$ cat src/rtl/fifo_wr_ctrl.sv
// Write-domain half of the async FIFO: pointer/Gray generation, read-pointer
// synchroniser, and full / almost-full / level / sticky-overflow status.
module fifo_wr_ctrl #(
  parameter int ADDR_WIDTH = 3,
  parameter int AF_THRESH  = 6
) (
  input  logic                  w_clk,
  input  logic                  w_rst_n,
  input  logic                  w_inc,
  input  logic                  w_ovf_clr,
  input  logic [ADDR_WIDTH:0]   r_ptr,
  output logic                  w_en,
  output logic [ADDR_WIDTH-1:0] w_addr,
  output logic [ADDR_WIDTH:0]   w_ptr,
  output logic                  w_full,
  output logic                  w_almost_full,
  output logic [ADDR_WIDTH:0]   w_level,
  output logic                  w_ovf
);
  localparam int PW = ADDR_WIDTH + 1;
  // Full when the write Gray pointer equals the read one with its top two bits inverted
  localparam logic [PW-1:0] FULL_XOR = {2'b11, {(PW-2){1'b0}}};
  localparam logic [PW-1:0] AF_LVL   = PW'(AF_THRESH);

  logic [PW-1:0] w_bin, w_bin_nxt;
  logic [PW-1:0] rq1_rptr, rq2_rptr, r_bin;

  assign w_bin_nxt = w_bin + PW'(1);

  always_ff @(posedge w_clk or negedge w_rst_n) begin
    if (!w_rst_n) begin
      w_bin    <= '0;
      w_ptr    <= '0;
      rq1_rptr <= '0;
      rq2_rptr <= '0;
      w_ovf    <= 1'b0;
    end else begin
      rq1_rptr <= r_ptr;
      rq2_rptr <= rq1_rptr;
      // Gray pointer is registered from the next binary value so it never glitches
      if (w_en) begin
        w_bin <= w_bin_nxt;
        w_ptr <= w_bin_nxt ^ (w_bin_nxt >> 1);
      end
      if (w_inc && w_full)
        w_ovf <= 1'b1;
      else if (w_ovf_clr)
        w_ovf <= 1'b0;
    end
  end

  // Gray to binary: each bit is the XOR of itself and every bit above it
  always_comb begin
    r_bin = '0;
    for (int i = 0; i < PW; i++)
      r_bin[i] = ^(rq2_rptr >> i);
  end

  assign w_level       = w_bin - r_bin;
  assign w_full        = (w_ptr == (rq2_rptr ^ FULL_XOR));
  assign w_almost_full = (w_level >= AF_LVL);
  assign w_addr        = w_bin[ADDR_WIDTH-1:0];
  // Strobe is held off while in reset so the memory never sees a stray write
  assign w_en          = w_inc & ~w_full & w_rst_n;

endmodule

$ cat config.mk
export PLATFORM = sky130hd
export DESIGN_NAME = fifo_wr_ctrl
export DESIGN_NICKNAME = d
export VERILOG_FILES = /design/src/rtl/fifo_wr_ctrl.sv
export SDC_FILE = /design/constraint.sdc
export NUM_CORES = 1
export LEC_CHECK = 0
export ABC_AREA = 0
export ABC_CLOCK_PERIOD_IN_PS = 2500
export BUFFER_PORTS_ARGS = -buffer_cell sky130_fd_sc_hd__buf_4
export CAP_MARGIN = 5
export CORE_UTILIZATION = 30
export DETAILED_ROUTE_END_ITERATION = 7
export PLACE_DENSITY = 0.54
export SLEW_MARGIN = 10
export SYNTH_ARGS = -nofsm -noshare
export SYNTH_HDL_FRONTEND = slang
export SYNTH_SLANG_ARGS = --single-unit
$ cat constraint.sdc
create_clock -name w_clk -period 2.5 [get_ports w_clk]
set_input_delay 0.125 -clock w_clk [delete_from_list [all_inputs] [get_ports w_clk]]
set_output_delay 0.125 -clock w_clk [all_outputs]
set_load 0.005 [all_outputs]
Word-level counts from Yosys, hierarchy flattened
Index checks and enable logic that the tools add are counted.

Register bits: 17. Latch bits: 0. RAM bits: 0. ROM bits: 0. Output and inout port bits: 15. Word-level logic and storage cells: 22. Memories kept: 0.

Add/subtract/negate cells: 2. Multiply operators: 0. Div/mod/pow operators: 0. $lt $le $gt $ge: 1. Equality and inequality tests: 1. Shift-type cells: 0. Muxes and demuxes: 2. Bitwise operators: 5. Reductions and logical operators: 6.

Operators by type and width (count): 4-bit XOR reduction (4); 4-bit by 1-bit adder with 4-bit output (second input constant) (1); 4-bit == test (1); 4-bit by 3-bit >= comparator with 1-bit output (second input constant) (1); 4-bit subtractor (1); 4-bit by 3-bit bitwise XOR with 4-bit output (1); 1-bit bitwise AND (2); 1-bit two-way mux (2); 2-bit NOT (1); 2-bit nonzero test (1); 1-bit logical AND (1); 1-bit NOT (1).

Logic depth before layout (Yosys ltp)
Word-level depth: 5. Gate-level depth with buffers: 9. Mapped depth without buffers: 9.

Worst setup path after synthesis
Ideal clock, no wire load.

Path type: reg-to-output. Start point: register rq2_rptr[3]. End point: output port w_almost_full. Arrival time: 2022 ps. Setup slack: 353 ps. Cell stages (with the launch flop): 10. Cells stage by stage: dfrtp_1 xnor2_1 xor2_1 xnor2_1 ha_1 inv_1 fa_1 xor2_1 nand2_1 o21ai_0.

Longest elaborated chain between the ends: 3. Elaborated cells between the ends (all ways): 6. Those cells by class: add/sub (1); order compare (1); reduce/logical (4).

RTL lines: start, declared (RTL line 26) `logic [PW-1:0] rq1_rptr, rq2_rptr, r_bin;`; start signal, assigned (RTL line 39) `rq2_rptr <= rq1_rptr;`; 4-bit XOR reduction (RTL line 56) `r_bin[i] = ^(rq2_rptr >> i);`; 4-bit subtractor * (RTL line 59) `assign w_level = w_bin - r_bin;`; net w_level[2] (RTL line 17) `output logic [ADDR_WIDTH:0] w_level,`; 4-bit by 3-bit >= comparator with 1-bit output * (RTL line 61) `assign w_almost_full = (w_level >= AF_LVL);`; end, declared (RTL line 16) `output logic w_almost_full,`.

Mark *: on every way through the listed nets, which the timed path passes. The rest lies on a longest branch.

Worst setup path in the final report
Start point: register rq2_rptr[3]. End point: output port w_almost_full.

Longest elaborated chain between the ends: 3. Elaborated cells between the ends (all ways): 6. Those cells by class: add/sub (1); order compare (1); reduce/logical (4).

RTL lines (RTL line): 4-bit XOR reduction (56); 4-bit subtractor * (59); 4-bit by 3-bit >= comparator with 1-bit output * (61).

Every way passes the cells marked *; elsewhere a longest branch is shown, timed or not.

==> out/metrics.yaml <==
yosysWarnings: 0
layout.cells.non_filler: 128
status: "finished clean"
die_x_um: 53.18
via_count: 540
cp_data_required_time_ps: 2380
crit_family: "adder cells"
place_inst: 115
cts_max_level: 1
avgSynthCellArea_um2: 12.67
tightestPinTransition_ps: 343.3
final_nets: 113
finalPower_mw: 1.362
cts_inserted_buffers: 3
drt_first_pass_iters: 1
cts_sinks: 16
clk_latency_ps: 280
antenna_violating_nets_post_route: 0
portBuffers: 22
die-area_um2: 2828
wire_per_inst_um: 10.98
synth_nets: 75
final_cell_mix: "27 x buf_4, 16 x dfrtp_1, 10 x xnor2_1, 6 x nand2_1, 5 x dlygate4sd3_1"
arrival_ps: 2250
clkTransAtPathRegs_ps: 80
hold_ws_ps: 33.06
track_usage: 0.1249
yosysTopAreaCellShare: 0.5096
rsz0062_at_grt: "true"
synth_area_leaders: "dfrtp_1 51%, xnor2_1 12%, ha_1 6.4%"
end_kind: "output port"
drv_slew: 0
io_pins: 23
cpMaxStageDelayCell: "fa_2"
post-route-period-util: 0.9482
fmax_ghz: 0.4219
hold_viol: 0
drive_above_1_share: 0.4592
drc: 0
irDropWorstVdd_uv: 570.4
min_period_ps: 2370
syn_area_um2: 785.8
slew_headroom: 0.7704
setup_viol: 0
synth_flop_cell: "dfrtp_1"
cp_max_fo: 2
mostFrequentLayoutCell: "buf_4"
die_y_um: 53.18
crit_path_max_incr_delay_ps: 520
gr-total-overflow: 0
ys_seq_area_frac: 0.5096
rows: 18
antenna_found_initial: 0
drv_cap: 0
path_cells: "xnor2_2 > xor2_2 > xnor2_1 > ha_2 > inv_2 > fa_2 > nand2_1 > o21ai_1 > buf_4"
path_class: "reg2out"
clockBufferDepth: 2
start_util: 0.3172
area_growth_syn_to_layout_pct: 44.75
synth.distinct_cells: 17
leakagePower_nw: 0.5165
tns_ps: 0
synth-edff-count: 0
grt_max_degree: 18
synth-seq-cells: 16
power_density_nw_per_um2: 1198
grt_pass1_vias: 542
core_um2: 2477
yosys.area.top_type: "dfrtp_1"
nFillCells: 256
grt_pass1_wl_um: 2387
place_congestion: 0.6256
finClkSkew_ps: 1.069
place_hpwl_um: 1057
drt-total-wl_um: 1406
synthCells: 62
insertedDiodeCount: 0
cts_tree: "built"
via_per_inst: 4.219
cp-start-kind: "flop"
cp.buffers_inverters: 2
root_buffer: "clkbuf_4"
drt_iter0_markers: 0
min_path_type: "in2reg"
ys_async_sr_fraction: 1.000
[cell families (layout without fill, tap and decap cells)]
family | after synthesis | count (layout) | synth area share
buffers and inverters | 5 | 41 | 0.02389
and+or+nand+nor | 11 | 11 | 0.07166
muxes | 4 | 4 | 0.05732
DFF | 16 | 16 | 0.5095
AOI/OAI and AO/OA | 5 | 5 | 0.06050
xor gates and xnor gates | 16 | 16 | 0.1879
adders and majority gates | 5 | 5 | 0.08918
[where the power goes]
group / internal [mW] / switching [mW]
combinational: 0.487 / 0.316
sequential: 0.329 / 0.102
clock: 0.0558 / 0.0726
[cell type report]
class                      count  area (um2)  share of cell area
clock buffer                   3       22.52             0.01980
multi-input combinational     41       394.1              0.3465
sequential                    16       400.4              0.3520
tap                           30       37.54             0.03300
timing repair buffer          33       264.0              0.2321
inverter                       5       18.77             0.01650
[through the flow]
stage / instance area [um2] / util / worst slack [ps]
floorplan: 785.8 / - / 353.5
finish: 1137 / 0.4591 / 129.5
CTS: 1119 / 0.4515 / 16.72
global placement: 996.0 / 0.4020 / 286.4
global route: 1137 / 0.4591 / -73.92
detailed placement: 996.0 / 0.4020 / 235.4
[worst paths after layout]
check	slack, ps	startpoint	endpoint	depth (start not counted)
min in group asynchronous	230	w_rst_n	w_ovf	2
worst min register to register	350	rq1_rptr[1]	rq2_rptr[1]	0
worst max register to register	890	rq2_rptr[2]	w_ptr[1]	4
worst min-delay path	30	w_ovf_clr	w_ovf	2
max in group asynchronous	2080	w_rst_n	w_ptr[3]	2
worst max-delay path	130	rq2_rptr[3]	w_almost_full	9
[synthesized netlist by cell type, drive strengths merged (3+ instances only)]
library cell,number
dfrtp,16
ha,4
inv,5
mux2,4
nand2,6
o21ai,3
xnor2,11
xor2,5
[registers in the layout, summed over array words and instances (netlist names)]
name	cells
rq2_rptr	4
w_ovf	1
w_bin	3
rq1_rptr	4
w_ptr	4
[what timing repair did]
item,CTS,global route
endpoints found under the setup margin,1,3
pin swaps,5,5
hold endpoints to repair,20,0
gates resized for setup,3,6
hold buffers,5,0
buffers inserted,5,0
cloned,0,0
[worst register-to-register path: stages (launching register included)]
cell and delay, ps:
dfrtp_1 420, buf_4 150, xor2_1 180, a41oi_4 380, mux2_2 380
[per-layer routing]
layer / up-vias / global-route usage / routed length [um] / share of wire
met5: - / 0 / 0 / 0
met4: 0 / 0.09211 / 10 / 0.0071
met3: 2 / 0.03736 / 65 / 0.046
met2: 14 / 0.1835 / 678 / 0.48
met1: 252 / 0.1526 / 652 / 0.46
li1: 272 / - / - / -
(Power assumes the default switching activity.)
